[config.mk]
export PLATFORM = sky130hd
export DESIGN_NAME = stream_demux_1to2
export DESIGN_NICKNAME = d
export VERILOG_FILES = /design/src/rtl/stream_demux_1to2.sv
export SDC_FILE = /design/constraint.sdc
export NUM_CORES = 1
export LEC_CHECK = 0
export BUFFER_PORTS_ARGS = -buffer_cell sky130_fd_sc_hd__buf_4
export CAP_MARGIN = 30
export CORE_MARGIN = 2
export CORE_UTILIZATION = 45
export DETAILED_ROUTE_END_ITERATION = 8
export GPL_TIMING_DRIVEN = 0
export PLACE_DENSITY = 0.67
export SLEW_MARGIN = 20
export SYNTH_ARGS = -nofsm -noshare
export SYNTH_HDL_FRONTEND = slang
export SYNTH_SLANG_ARGS = --single-unit
[constraint.sdc]
create_clock -name clk -period 8.2 [get_ports clk]
set_input_delay 1.64 -clock clk [delete_from_list [all_inputs] [get_ports clk]]
set_output_delay 1.64 -clock clk [all_outputs]
set_load 0.02 [all_outputs]
[src/rtl/stream_demux_1to2.sv]
// ---------------------------------------------------------------------------
// stream_demux_1to2
//
// Registered 1-to-2 stream demultiplexer. Each accepted input word is routed
// by its in_sel bit into one of two independent 2-entry output FIFOs. Each
// output has its own valid/ready handshake, and word order is preserved per
// output.
//
// Ports:
//   clk, rst          rising-edge clock; asynchronous active-high reset
//   in_valid/in_ready handshake for the producer
//   in_data, in_sel   offered word and its destination (0 -> out0, 1 -> out1)
//   out0_valid/out0_ready/out0_data  head of destination-0 buffer
//   out1_valid/out1_ready/out1_data  head of destination-1 buffer
//   cnt0, cnt1        words routed to out0/out1, wrapping at 16 bits
//                     (present only when STREAM_DEMUX_STATS_EN is defined)
//
// Optional feature macro: STREAM_DEMUX_STATS_EN
// ---------------------------------------------------------------------------
module stream_demux_1to2 #(
  parameter int DATA_WIDTH = 32
) (
  input  logic                  clk,
  input  logic                  rst,
  input  logic                  in_valid,
  output logic                  in_ready,
  input  logic [DATA_WIDTH-1:0] in_data,
  input  logic                  in_sel,
  output logic                  out0_valid,
  input  logic                  out0_ready,
  output logic [DATA_WIDTH-1:0] out0_data,
  output logic                  out1_valid,
  input  logic                  out1_ready,
  output logic [DATA_WIDTH-1:0] out1_data
`ifdef STREAM_DEMUX_STATS_EN
  ,
  output logic [15:0]           cnt0,
  output logic [15:0]           cnt1
`endif
);

  // Occupancy of one output buffer.
  typedef enum logic [1:0] {
    OCC_EMPTY = 2'd0,
    OCC_ONE   = 2'd1,
    OCC_TWO   = 2'd2
  } occ_e;

  occ_e                  occ_q  [2];
  occ_e                  occ_d  [2];
  logic [DATA_WIDTH-1:0] head_q [2];
  logic [DATA_WIDTH-1:0] head_d [2];
  logic [DATA_WIDTH-1:0] tail_q [2];
  logic [DATA_WIDTH-1:0] tail_d [2];

  logic [1:0] full_s;
  logic [1:0] valid_s;
  logic [1:0] oready_s;
  logic [1:0] push_s;
  logic [1:0] pop_s;

  // Occupancy flags and consumer readiness gathered into vectors.
  always_comb begin
    full_s   = 2'b00;
    valid_s  = 2'b00;
    for (int i = 0; i < 2; i++) begin
      full_s[i]  = (occ_q[i] == OCC_TWO);
      valid_s[i] = (occ_q[i] != OCC_EMPTY);
    end
    oready_s = {out1_ready, out0_ready};
  end

  // Producer handshake. in_ready looks only at the selected buffer's own
  // occupancy, never at the consumer ready, so a full buffer refuses a push
  // even in the cycle it is being popped.
  always_comb begin
    in_ready  = in_sel ? !full_s[1] : !full_s[0];
    push_s    = 2'b00;
    push_s[0] = in_valid && in_ready && !in_sel;
    push_s[1] = in_valid && in_ready && in_sel;
  end

  // Consumer handshake.
  always_comb begin
    pop_s = valid_s & oready_s;
  end

  // FSM state register: buffer occupancy.
  always_ff @(posedge clk or posedge rst) begin
    if (rst) begin
      occ_q[0] <= OCC_EMPTY;
      occ_q[1] <= OCC_EMPTY;
    end else begin
      occ_q[0] <= occ_d[0];
      occ_q[1] <= occ_d[1];
    end
  end

  // FSM next-state logic, one independent machine per destination.
  always_comb begin
    for (int i = 0; i < 2; i++) begin
      occ_d[i] = occ_q[i];
      case (occ_q[i])
        OCC_EMPTY: begin
          if (push_s[i]) begin
            occ_d[i] = OCC_ONE;
          end else begin
            occ_d[i] = OCC_EMPTY;
          end
        end
        OCC_ONE: begin
          if (push_s[i] && !pop_s[i]) begin
            occ_d[i] = OCC_TWO;
          end else if (!push_s[i] && pop_s[i]) begin
            occ_d[i] = OCC_EMPTY;
          end else begin
            occ_d[i] = OCC_ONE;
          end
        end
        OCC_TWO: begin
          // A push cannot happen here because in_ready is low for this side.
          if (pop_s[i]) begin
            occ_d[i] = OCC_ONE;
          end else begin
            occ_d[i] = OCC_TWO;
          end
        end
        default: begin
          occ_d[i] = OCC_EMPTY;
        end
      endcase
    end
  end

  // FSM output logic: valid straight from occupancy, data from the head
  // register so there is no combinational path from in_data.
  always_comb begin
    out0_valid = valid_s[0];
    out1_valid = valid_s[1];
    out0_data  = head_q[0];
    out1_data  = head_q[1];
  end

  // Buffer storage next values. The head always holds the oldest word; the
  // tail only holds the second word while the buffer is in TWO.
  always_comb begin
    for (int i = 0; i < 2; i++) begin
      head_d[i] = head_q[i];
      tail_d[i] = tail_q[i];
      case (occ_q[i])
        OCC_EMPTY: begin
          if (push_s[i]) begin
            head_d[i] = in_data;
          end else begin
            head_d[i] = head_q[i];
          end
        end
        OCC_ONE: begin
          if (push_s[i] && pop_s[i]) begin
            // Old head leaves, new word takes its place directly.
            head_d[i] = in_data;
          end else if (push_s[i]) begin
            tail_d[i] = in_data;
          end else begin
            head_d[i] = head_q[i];
          end
        end
        OCC_TWO: begin
          if (pop_s[i]) begin
            head_d[i] = tail_q[i];
          end else begin
            head_d[i] = head_q[i];
          end
        end
        default: begin
          head_d[i] = head_q[i];
          tail_d[i] = tail_q[i];
        end
      endcase
    end
  end

  // Buffer storage registers.
  always_ff @(posedge clk or posedge rst) begin
    if (rst) begin
      for (int i = 0; i < 2; i++) begin
        head_q[i] <= '0;
        tail_q[i] <= '0;
      end
    end else begin
      for (int i = 0; i < 2; i++) begin
        head_q[i] <= head_d[i];
        tail_q[i] <= tail_d[i];
      end
    end
  end

`ifdef STREAM_DEMUX_STATS_EN
  logic [15:0] cnt_q [2];
  logic [15:0] cnt_d [2];

  // Per-destination push counters, wrapping naturally at 16 bits.
  always_comb begin
    for (int i = 0; i < 2; i++) begin
      cnt_d[i] = cnt_q[i] + {15'd0, push_s[i]};
    end
  end

  // Counter registers.
  always_ff @(posedge clk or posedge rst) begin
    if (rst) begin
      cnt_q[0] <= 16'd0;
      cnt_q[1] <= 16'd0;
    end else begin
      cnt_q[0] <= cnt_d[0];
      cnt_q[1] <= cnt_d[1];
    end
  end

  // Counter outputs.
  always_comb begin
    cnt0 = cnt_q[0];
    cnt1 = cnt_q[1];
  end
`endif

endmodule

==> metrics.txt <==
via count=3507; detailed placement HPWL=8240 um; pre-CTS WS=4.31 ns; total wire length=12000 um; RSZ-0062 raised after global routing=false; crit-path max FO=6; CTS root buf=clkbuf_16; syn avg cell area=15.3 um2; clock slew at the register clock pins of the worst setup and hold paths=0.05 ns; Ant. Diodes=0; clk_skew=0.00507 ns; final slew viol count=0; vias in the first global route=3845; Startpoint Class=primary input; status=finished clean; Post-CTS Setup Inserts=0; CTS sink count=132; Yosys reg bits=132; Fin Setup TNS=0 ns; initial antenna violation count=0; maximum vdd drop=211 uV; Post-route DRC=0; predominant post-synthesis flop cell=dfrtp_1; Yosys top cell by area=dfrtp_1; CTS tree=yes; Tmin final=3.89 ns; leakage=3.37 nW; Yosys warnings=0; Post-synth EDFFs=0; Routed Antenna Nets=0; Async S/R FF share, synth=100%; post-synth top area share=56.7%; Ports=105; Slew Limit Headroom=56.2%; Max Clk Rate=257 MHz; worst-margin pin slew=0.657 ns; maximum capacitance violations=0; Post-Syn Area=5830 um2; slowest CP cell=mux2_2; Overall Global Routing Usage=18.3%; Final Hold Violating Endpoints=0; clock buffer depth=2; DR iter-0 viols=160; synth top area cells=dfrtp_1 (57%), mux2_2 (37%), buf_2 (1.2%), ha_1 (0.86%), nand3b_1 (0.77%); Area Overhead vs Synth=27.6%; CP arrival=2.25 ns; ordered cell list for the critical path=buf_4 -> mux2_2 -> buf_4; Sequential Power Share=38.5%; grt ovf=0; sw frac=31.4%; drt pass-1 iters=4; htree depth=4; critical path's largest stage delay=0.33 ns; Core Region=12600 um2; Overall Power=3.00 mW; Final #Nets=546; die area=13900 um2; IO Port Bufs=104; routed len/inst=17.5 um; Resized cells post-CTS=0; post-synthesis sequential area ratio=56.7%; Crit path top cell by count=buf_4; initial core utilization=46.2%; Gate power share=37.3%; setup violators final=0; Req. time, crit path=6.56 ns; Net Switching=0.940 mW; share of cells above drive strength 1=66.7%; Std-Cell Rows=41; Clock Power Share=24.3%; die width=118 um; global-route wire length before repair=19800 um; Hold-fix buffers, CTS=0; Synth Instances=380; Hold Crit Class=reg -> reg; Crit. End Element=output port; Cell Int Power=2.06 mW; syn nets=422; DR vias/cell=5.10; critical path class=in -> out; insertion delay to the later sink of the worst-skew pair=0.41 ns; final worst slack=4.31 ns; Die Ht=118 um; Final period util=47.4%; Final GP Congestion=0.747; Num CTS Buffers=17; largest net degree at the start of global routing=76; Cell Pwr Density=403 nW/um2; Synth cell types=22
final timing paths:
kind,start,endpoint,slack (ns),cells after the start
setup / recovery,in_sel,in_ready,4.31,3
hold / removal,out0_data[10],out0_data[10],0.50,1
setup reg to reg,occ_q[0],tail_q[14],5.31,8
hold reg to reg,out0_data[10],out0_data[10],0.50,1
max in group asynchronous,rst,tail_q[34],6.25,3
min in group asynchronous,rst,out1_data[24],1.25,2
cell usage after synthesis, types with 2 or more instances:
cell type	instances
inv_1	3
ha_1	4
nor3b_1	2
mux2_2	191
nand3b_1	6
buf_2	14
nand2b_1	2
buf_6	3
o21ai_0	3
nand2_1	5
dfrtp_1	132
or2_2	2
mux2_1	2
clkbuf_1	3
power by group through the flow:
stage,Clock (mW),Combinational [mW],Sequential (mW)
after global placement,0,1.10,1.14
after CTS,0.746,1.14,1.15
after floorplan,0,0.533,1.32
final,0.727,1.12,1.15
after global routing,0.777,1.20,1.19
after detailed placement,0,1.13,1.16
routing by layer:
metal / wire length (um) / GRT usage [%]
met1: 5540 / 23.5
met2: 5720 / 29.3
met3: 606 / 5.91
met4: 161 / 6.70
met5: 0 / 0
cell families after synthesis:
| logic type | share of synthesized area [%] |
|---|---|
| mux | 37.3 |
| compound gates | 0.815 |
| buf+inv | 2.23 |
| flops | 56.7 |
| simple gates | 2.17 |
| fa+ha+maj | 0.858 |
state kept, by name, indices dropped and copies added, names as in the netlist:
name / count
tail_q: 64
occ_q: 4
out0_data: 32
out1_data: 32
cell usage in the layout (no fill, tap or decap), types with 2 or more instances in the layout:
cell,Yosys,routed
ha_1,4,4
buf_2,14,14
nand2_1,5,5
buf_4,0,104
or2_2,2,2
clkbuf_1,3,7
o21ai_0,3,3
mux2_1,2,2
inv_1,3,2
clkinv_2,0,2
mux2_2,191,191
dfrtp_1,132,132
nand2b_1,2,2
nor3b_1,2,2
clkbuf_8,0,7
buf_6,3,3
clkbuf_16,0,17
nand3b_1,6,6
critical path: cells and delay by family:
family / cells / cell delay (ns)
multiplexers: 1 / 0.33
buffers and inverters: 2 / 0.28
metrics by stage:
| stage | instances | hold WS [ns] | cell area [um2] | utilization (%) |
|---|---|---|---|---|
| 6_report | 688 | 0.495 | 7440 | 58.9 |
| 5_1_grt | 688 | 0.516 | 7440 | 58.9 |
| 4_1_cts | 688 | 0.503 | 7440 | 58.9 |
| 3_5_place_dp | 657 | 0.488 | 6860 | 54.4 |
| 3_3_place_gp | 656 | 0.473 | 6830 | 54.1 |
| 2_1_floorplan | 380 | 0.474 | 5830 | - |
area by class of cell:
| type | count | area (um2) |
|---|---|---|
| fill | 1051 | 5180 |
| tap | 172 | 215 |
| clock buffer | 28 | 537 |
| inverter | 3 | 18.8 |
| sequential | 132 | 3300 |
| clock inverter | 3 | 40.0 |
| multi-input combinational | 224 | 2400 |
| buffer | 21 | 119 |
| timing repair buffer | 105 | 808 |
Power figures use the tool's default switching activity.
